## src/rtl/relu_backward.sv

```systemverilog
// Backward ReLU: stacks per-element sign masks on the forward pass, then pops one per gradient and zeroes the gradient elements whose mask bit is clear.
// Latency: 1 cycle from gradient acceptance to grad_out_valid, 1 vector/cycle sustained when the consumer stays ready.
// Backpressure: a stalled output register blocks pops; a full stack blocks pushes; a pop wins over a push; clear blocks both.
module relu_backward #(
  parameter int VEC_SIZE   = 1,
  parameter int DATA_WIDTH = 16,
  parameter int FIXED_PNT  = 8,
  parameter int DEPTH      = 8
) (
  input  logic                                 clk,
  input  logic                                 rst,
  input  logic                                 clear,
  input  logic                                 fwd_valid,
  output logic                                 fwd_ready,
  input  logic [VEC_SIZE-1:0][DATA_WIDTH-1:0]  fwd_vec,
  input  logic                                 grad_in_valid,
  output logic                                 grad_in_ready,
  input  logic [VEC_SIZE-1:0][DATA_WIDTH-1:0]  grad_in,
  output logic                                 grad_out_valid,
  input  logic                                 grad_out_ready,
  output logic [VEC_SIZE-1:0][DATA_WIDTH-1:0]  grad_out,
  output logic [$clog2(DEPTH+1)-1:0]           count,
  output logic                                 full,
  output logic                                 empty
);

  localparam int CW = $clog2(DEPTH + 1);
  localparam int IW = $clog2(DEPTH);

  // The fractional point only matters to the surrounding datapath; selection is format-agnostic.
  if (FIXED_PNT >= DATA_WIDTH) begin : g_bad_fixed_pnt
    $error("relu_backward: FIXED_PNT must be smaller than DATA_WIDTH");
  end
  if (DEPTH < 2) begin : g_bad_depth
    $error("relu_backward: DEPTH must be at least 2");
  end

  logic [VEC_SIZE-1:0]                mask_q [DEPTH];
  logic [CW-1:0]                      count_q, count_d;
  logic                               gov_q, gov_d;
  logic [VEC_SIZE-1:0][DATA_WIDTH-1:0] gout_q, gout_d;

  logic                               out_free;
  logic                               push;
  logic                               pop;
  logic [IW-1:0]                      wr_idx;
  logic [IW-1:0]                      rd_idx;
  logic [VEC_SIZE-1:0]                fwd_mask;
  logic [VEC_SIZE-1:0]                top_mask;
  logic [VEC_SIZE-1:0][DATA_WIDTH-1:0] grad_masked;

  assign full     = (count_q == CW'(DEPTH));
  assign empty    = (count_q == '0);
  assign count    = count_q;

  // The output register can take a new vector when it is empty or being drained this cycle.
  assign out_free      = !gov_q || grad_out_ready;
  assign grad_in_ready = !clear && !empty && out_free;
  assign pop           = grad_in_valid && grad_in_ready;
  assign fwd_ready     = !clear && !full && !pop;
  assign push          = fwd_valid && fwd_ready;

  // Push writes the slot just above the top; pop reads the current top.
  assign wr_idx   = IW'(count_q);
  assign rd_idx   = IW'(count_q - CW'(1));
  assign top_mask = mask_q[rd_idx];

  // Mask is strictly-positive per element, so zero and negative pre-activations block gradient.
  always_comb begin
    fwd_mask    = '0;
    grad_masked = '0;
    for (int i = 0; i < VEC_SIZE; i++) begin
      fwd_mask[i]    = $signed(fwd_vec[i]) > 0;
      grad_masked[i] = top_mask[i] ? grad_in[i] : '0;
    end
  end

  // Next-state for occupancy and the output register; clear overrides everything.
  always_comb begin
    count_d = count_q;
    gov_d   = gov_q;
    gout_d  = gout_q;
    if (clear) begin
      count_d = '0;
      gov_d   = 1'b0;
      gout_d  = '0;
    end else if (pop) begin
      count_d = count_q - CW'(1);
      gov_d   = 1'b1;
      gout_d  = grad_masked;
    end else begin
      if (push) begin
        count_d = count_q + CW'(1);
      end
      if (gov_q && grad_out_ready) begin
        gov_d = 1'b0;
      end
    end
  end

  // Stack storage holds only mask bits and needs no reset.
  always_ff @(posedge clk) begin
    if (push) begin
      mask_q[wr_idx] <= fwd_mask;
    end
  end

  // Control and output registers; reset discards any in-flight gradient.
  always_ff @(posedge clk or posedge rst) begin
    if (rst) begin
      count_q <= '0;
      gov_q   <= 1'b0;
      gout_q  <= '0;
    end else begin
      count_q <= count_d;
      gov_q   <= gov_d;
      gout_q  <= gout_d;
    end
  end

  assign grad_out_valid = gov_q;
  assign grad_out       = gout_q;

endmodule

```

## config.mk

```make
export PLATFORM = sky130hd
export DESIGN_NAME = relu_backward
export DESIGN_NICKNAME = d
export VERILOG_FILES = /design/src/rtl/relu_backward.sv
export SDC_FILE = /design/constraint.sdc
export NUM_CORES = 1
export LEC_CHECK = 0
export BUFFER_PORTS_ARGS = -buffer_cell sky130_fd_sc_hd__buf_2
export CAP_MARGIN = 20
export CORE_AREA = 2 2 67 69
export CTS_CLUSTER_SIZE = 10
export DETAILED_ROUTE_END_ITERATION = 6
export DIE_AREA = 0 0 69 71
export HOLD_SLACK_MARGIN = 0.15
export PLACE_DENSITY_LB_ADDON = 0.15
export SLEW_MARGIN = 20
export SYNTH_ARGS = -nofsm -noshare
export SYNTH_HDL_FRONTEND = slang
export SYNTH_SLANG_ARGS = --single-unit
```

## constraint.sdc

```tcl
create_clock -name clk -period 2.9 [get_ports clk]
set_input_delay 0 -clock clk [delete_from_list [all_inputs] [get_ports clk]]
set_output_delay 0 -clock clk [all_outputs]
set_load 0.05 [all_outputs]
```

* After elaboration in Yosys (flattened, before gate mapping)
Memory sizes are Yosys's and may differ from the RTL's. Index checks and enable logic that the tools add are counted. W data, S select, Z words.
Storage, ports and cells: bits in registers 21, bits in writable memories 8, bits of input ports 38, output and inout port bits 25, word-level logic and storage cells 36, memories kept 1
Memory list:
- mask_q | depth 8, bits a word 1, rd ports 1, clocked after memory_dff 0, wr ports 1, RTL line 38 | logic [VEC_SIZE-1:0] mask_q [DEPTH];
Operators by class: add/subtract/negate cells 2, $lt $le $gt $ge 1, equal/unequal tests 1, muxes and demuxes 11, reduce and logical (&&, ||, !) cells 17
Operators by type and width (count):
- $mux W16 | 3
- $gt A16 B1 Y1 const B | 1
- $mux W4 | 3
- $logic_and A1 B1 Y1 | 7
- $reduce_bool A3 Y1 | 2
- $logic_not A1 Y1 | 5
- $mux W1 | 5
- $add A4 B1 Y4 const B | 1
- $eq A4 B4 Y1 const B | 1
- $logic_not A4 Y1 | 1
- $sub A4 B1 Y4 const B | 1
- $reduce_bool A2 Y1 | 1
- $logic_or A1 B1 Y1 | 1

* Depth between registers and ports, before layout
Gate-level depths: netlist (run 1).
depth after elaboration 11, depth in mapped cells 9, gate-level depth less buffers 6

* Least setup slack after synthesis (run 1)
Ideal clock, no wire load.
kind register to output, from register count_q[0] (netlist: count[0]), to output port grad_in_ready, arrival 2.978 ns, data required time 2.900 ns, slack -0.078 ns, stages on the path, launching flop included 8, buffers on the path 2, path through dfrtp_1 -> buf_2 -> inv_1 -> ha_1 -> or3b_1 -> buf_6 -> inv_1 -> nor3b_1
Between the ends: cells in the longest elaborated chain, start to end 4
Ends and longest elaborated chain:
- start: declaration | RTL line 39 | logic [CW-1:0] count_q, count_d;
- start signal: assignment | RTL line 115 | count_q <= count_d;
- $logic_not A4 Y1 | RTL line 53 | assign empty = (count_q == '0);
- net empty | RTL line 24 | output logic empty
- $logic_not A1 Y1 | RTL line 58 | assign grad_in_ready = !clear && !empty && out_free;
- $logic_and A1 B1 Y1 (2 in a row) | RTL line 58
- end: declaration | RTL line 17 | output logic grad_in_ready,
The timed path passes the listed nets, and every way through them passes these cells.

* Worst setup path in the final report (run 1)
from register count_q[0] (netlist: count[0]), to output port fwd_ready
Between the ends: cells in the longest elaborated chain, start to end 7, elaborated cells between the ends (all ways) 10, those cells by class eq/ne (1); reduce/logical (9)
Ends and longest elaborated chain:
- $logic_not A4 Y1 | RTL line 53
- $logic_not A1 Y1 | RTL line 58
- $logic_and A1 B1 Y1 (2 in a row) | RTL line 58
- $logic_and A1 B1 Y1 | RTL line 59 | assign pop = grad_in_valid && grad_in_ready;
- $logic_not A1 Y1 | RTL line 60 | assign fwd_ready = !clear && !full && !pop;
- $logic_and A1 B1 Y1 (*) | RTL line 60
- end: declaration | RTL line 14 | output logic fwd_ready,
Every way passes the cells marked *; elsewhere a longest branch is shown, timed or not.

==> reports/metrics.yaml, run 1 <==
status: "finished, final reports clean"
r2r_cells: 6
grt_pass1_vias: 1367
multiInputGateArea_um2: 568
cp_max_fo: 11
power_leakage_nw: 0.994
r2r_end: "mask_q[4]"
finalHoldViolations: 0
cp_top_family: "simple AND/OR/NAND/NOR gates"
synth_top_area_share_pct: 37.2
slew_violations: 0
io_buffers: 62
grt_pass1_wl_mm: 6.04
num_antenna_cells: 0
synth_area_leaders: "dfrtp_1 (37%), edfxtp_1 (17%), a22o_1 (11%), mux4_2 (3.2%), nor3_1 (2.1%)"
post-route-period-util_pct: 87.6
fmax_mhz: 394
slowest_delay_ps: 520
rrSetupSlack_ps: 400
layout-drive-gt1-share_pct: 40.4
final_common_cell: "buf_2"
drt_iter0_markers: 38
final_cell_mix: "buf_2 (62), dfrtp_1 (21), dlygate4sd3_1 (21)"
grt_max_degree: 22
ys_async_sr_fraction_pct: 72.4
rows: 24
yosysSeqAreaShare_pct: 54.3
yosysWarnings: 0
die_h_um: 71
design.core.area_mm2: 0.00420
synth-seq-cells: 29
cts_buffers: 5
cp.depth: 7
insertion_delay_ps: 280
worst_slew_pin_slew_ps: 781
cts-root-buf: "clkbuf_8"
dr_total_vias: 1268
wl_mm: 3.40
skew_ps: 2.85
place_congestion: 0.795
hpwl_mm: 2.53
grt_overflow: 0
endpoint_kind: "output pin"
clk_pin_slew_ps: 60
criticalPathCategory: "flop to output pin"
worstPathRequired_ps: 2900
worstPathArrival_ps: 2540
max_cap_violations: 0
cts_setup_buffers: 0
ant_nets: 0
wl_per_cell_um: 13.6
synth_top_flop_cell: "dfrtp_1"
cts_tree: "yes"
io_pins: 63
layout_min_cycle_time_ps: 2540
crit_chain: "inv_1, ha_1, or3b_1, nand3_1, nand2b_1, nor2_1, buf_2"
cts.path.max_buffers: 2
synth_edf_count: 8
die_x_um: 69
grt_antenna_before_repair: 0
setup_viol: 0
synth_nets: 153
cts_resized: 0
seqCellArea_um2: 766
reg2reg_from: "count[0]"
fillers: 405
grt_use_total_pct: 15.5
min_path_type: "primary input to flop"
synth_top_area_cell: "dfrtp_1"
cts_hold_buf: 20
clock_sinks: 29
drcViolationCount: 0
syn_area_per_cell_um2: 12.5
ys_types: 41
cp.buffers_inverters: 2
synth_cells: 113
rsz0062_at_grt: "false"
via_per_inst: 5.07
fin_area_mm2: 0.00206
die_area_mm2: 0.00490
syn_to_final_growth_pct: 46.3
place_area_mm2: 0.00174
mappedNetlistArea_mm2: 0.00141
drtPass1Iterations: 4
fin_nets: 237
start_kind: "flop"
vdd_drop_max_uv: 489
fin_tns_setup_ps: 0
start_util_pct: 33.6
cp_slowest_cell: "dfrtp_1"
hold_path_depth: 3
holdPathEnd: "grad_out_valid"
min_from: "grad_out_ready"
cts.htree.levels: 2
p_per_area_mw_per_mm2: 906
relSlewSlack_pct: 47.9
per-stage QoR:
stage	power (mW)	util [%]	hold slack (ps)	setup WS [ps]	cells
2_1_floorplan	1.29	-	-23.5	294	113
3_3_place_gp	1.46	41.5	168	535	221
6_report	1.87	49.1	269	361	250
5_1_grt	1.99	49.1	322	139	250
4_1_cts	1.89	48.9	152	335	249
3_5_place_dp	1.47	41.5	192	408	221
layer usage:
metal / wire (µm) / vias up / global-route usage (%)
met5: 0 / - / 0
met4: 55 / 0 / 6.54
met3: 278 / 6 / 5.41
met2: 1570 / 57 / 25.4
met1: 1500 / 601 / 18.7
li1: - / 604 / -
worst max path at each step:
stage	startpoint	endpoint
2_1_floorplan	count[0]	fwd_ready
3_3_place_gp	count[0]	mask_q[4]
3_5_place_dp	count[0]	mask_q[4]
4_1_cts	count[0]	fwd_ready
5_1_grt	count[0]	fwd_ready
6_report	count[0]	fwd_ready
cell families (layout without fill, tap and decap cells):
| group | Yosys count | in the layout | share of synthesized area, % |
|---|---|---|---|
| AND/OR/NAND/NOR | 34 | 34 | 15.3 |
| buffers and inverters | 14 | 99 | 5.85 |
| AO/OA/AOI/OAI | 31 | 31 | 19.0 |
| adder cells (fa/ha/maj) | 2 | 2 | 1.77 |
| flip-flops | 29 | 29 | 54.3 |
| multiplexers | 2 | 2 | 3.19 |
| XOR/XNOR | 1 | 1 | 0.621 |
flip-flops by register name, indices dropped and copies added (netlist names):
name,cells
mask_q,8
count,4
grad_out_valid,1
grad_out,16
area by class of cell:
cell class                      instances  share of cell area (%)
Timing Repair Buffer                   84                    25.6
Clock buffer                            8                    5.39
Sequential cell                        29                    37.1
Multi-Input combinational cell         70                    27.5
Inverter                                7                    1.27
Tap cell                               52                    3.15
power breakdown:
group / switching [mW] / leakage, nW / total (mW) / internal [mW]
clock network: 0.144 / 0.0566 / 0.389 / 0.245
registers: 0.0815 / 0.356 / 0.585 / 0.504
logic: 0.624 / 0.581 / 0.895 / 0.271
total: 0.850 / 0.994 / 1.87 / 1.02
cells in the mapped netlist (2+ instances only):
master,n
edfxtp_1,8
nand2_1,4
ha_1,2
a22o_1,17
nand4_1,2
nand3_1,3
mux4_2,2
nor3_1,6
nor2b_1,2
buf_2,3
buf_6,2
nor2_1,2
nand2b_1,2
inv_1,6
dfrtp_1,21
a21oi_1,3
nor4_1,4
worst reg2reg max path, stage by stage (launching register included):
cell	delay [ps]
dfrtp_1	520
inv_1	170
ha_1	260
or3b_1	500
nand3_1	270
nand2b_1	170
nor4_1	300
(Power assumes the default switching activity.)
==> inputs of run 2 (changes only) <==
==> constraint.sdc (replaced) <==
create_clock -name clk -period 2.9 [get_ports clk]
set_input_delay 0.435 -clock clk [delete_from_list [all_inputs] [get_ports clk]]
set_output_delay 0.435 -clock clk [all_outputs]
set_load 0.05 [all_outputs]
==> run 2 against run 1 <==
First-iteration DRC count increased by 47%; clock skew rose by 3.6 ps; critical path depth unchanged; final cell count down 8.0%; power fell by 0.35%; utilization fell by 4.6 points; worst hold slack gained 34 ps; register-to-register slack improved by 280 ps; sequential power fell by 2%; routed wire length shrank 3.4%.
==> reports/metrics.yaml, run 2 (synthesis results as in run 1) <==
worstPathRequired_ps: 2470  # -430 ps
power_leakage_nw: 0.913  # -8.1%
grt_overflow: 0  # unchanged
rows: 24  # unchanged
grt_pass1_wl_mm: 5.56  # -8.0%
power_mw: 1.86  # -0.35%
post-route-period-util_pct: 92.8  # +5.2 points
cts_hold_buf: 0  # -100%
p_per_area_mw_per_mm2: 995  # +9.9%
max_cap_violations: 0  # unchanged
min_path_type: "primary input to async pin"
rrSetupSlack_ps: 680  # +280 ps
wl_per_cell_um: 14.3  # +5.0%
cts.path.max_buffers: 2  # unchanged
drcViolationCount: 0  # unchanged
final_common_cell: "buf_2"
die_x_um: 69  # unchanged
dr_total_vias: 1191  # -6.1%
cts-root-buf: "clkbuf_8"
final_cell_mix: "buf_2 (62), dfrtp_1 (21), a22o_1 (17)"
drt_iter0_markers: 56  # +47%
cts_tree: "yes"
finish.utilization_pct: 44.5  # -4.6 points
reg2reg_from: "count[1]"
fmax_mhz: 372  # -5.6%
wl_mm: 3.29  # -3.4%
cts_resized: 1  # +1
clk_pin_slew_ps: 60  # about the same
setup_ws_ps: 209  # -152 ps
place_inst: 222  # +0.45%
layout-drive-gt1-share_pct: 47.2  # +6.8 points
relSlewSlack_pct: 46.9  # -0.98 points
grt_antenna_before_repair: 0  # unchanged
startpoint: "count[1]"
syn_to_final_growth_pct: 32.6
r2r_cells: 6  # unchanged
layout_min_cycle_time_ps: 2690  # +152 ps
hpwl_mm: 2.53  # about the same
start_util_pct: 33.6  # unchanged
start_kind: "flop"
criticalPathCategory: "flop to output pin"
clock_sinks: 29  # unchanged
die_h_um: 71  # unchanged
rsz0062_at_grt: "false"
hold_slack_ps: 302  # +33.8 ps
seqCellArea_um2: 766  # unchanged
skew_ps: 6.42  # +3.57 ps
largest_reg_flops: 16  # unchanged
fin_nets: 217  # -8.4%
die_area_mm2: 0.00490  # unchanged
grt_pass1_vias: 1208  # -12%
worst_slew_pin_slew_ps: 795  # +14.7 ps
status: "finished, final reports clean"
fillers: 411  # +1.5%
r2r_end: "mask_q[4]"
insertion_delay_ps: 270  # about the same
vdd_drop_max_uv: 460  # -5.9%
drtPass1Iterations: 4  # unchanged
final_cells: 230  # -8.0%
finalHoldViolations: 0  # unchanged
num_antenna_cells: 0  # unchanged
endpoint_kind: "output pin"
cts.htree.levels: 2  # unchanged
grt_use_total_pct: 14.3  # -1.2 points
multiInputGateArea_um2: 578  # +1.8%
cts_setup_buffers: 0  # unchanged
ant_nets: 0  # unchanged
cts_buffers: 5  # unchanged
pre_cts_slack_ps: 322  # -86.1 ps
design.core.area_mm2: 0.00420  # unchanged
grt_max_degree: 22  # unchanged
cp_max_fo: 7  # -4
slew_violations: 0  # unchanged
io_pins: 63  # unchanged
place_congestion: 0.826  # +3.8%
setup_viol: 0  # unchanged
io_buffers: 62  # unchanged
worstPathArrival_ps: 2260  # -280 ps
via_per_inst: 5.18  # +2.1%
-- run 2: layer usage --
layer	track usage (%)	share of wire [%]	vias to the layer above
li1	-	-	566
met1	18.8	45	572
met2	23.0	47	53
met3	4.84	7.7	0
met4	3.27	0	0
met5	0	0	-
-- run 2: worst max path at each step --
stage / to / cells after the start
6_report: fwd_ready / 7
5_1_grt: fwd_ready / 7
4_1_cts: fwd_ready / 7
3_5_place_dp: fwd_ready / 7
3_3_place_gp: fwd_ready / 7
2_1_floorplan: grad_in_ready / 7
-- run 2: through the flow --
| step | area (µm²) | TNS (ps) |
|---|---|---|
| after floorplan | 1420 | -21.7 |
| after global placement | 1750 | 0 |
| after detailed placement | 1750 | 0 |
| after CTS | 1870 | 0 |
| after global routing | 1870 | 0 |
| final | 1870 | 0 |
-- run 2: final cells by class --
| type | instances | area share [%] |
|---|---|---|
| well taps | 52 | 3.48 |
| inverters | 7 | 1.40 |
| clock buffers | 8 | 5.95 |
| flip-flops and latches | 29 | 40.9 |
| multi-input cells | 70 | 30.9 |
| repair buffers | 64 | 17.4 |
-- run 2: where the power goes --
part | total (mW) | switching (mW) | internal [mW]
logic | 0.898 | 0.633 | 0.265
clock network | 0.392 | 0.147 | 0.245
registers | 0.573 | 0.0689 | 0.504
total | 1.86 | 0.849 | 1.01
-- run 2: critical path, stage by stage (launching register included) --
cell and delay (ps):
dfrtp_1 450, inv_1 150, ha_1 250, or3b_4 460, nand3_2 160, nand2b_1 150
nor2_2 120, buf_2 260
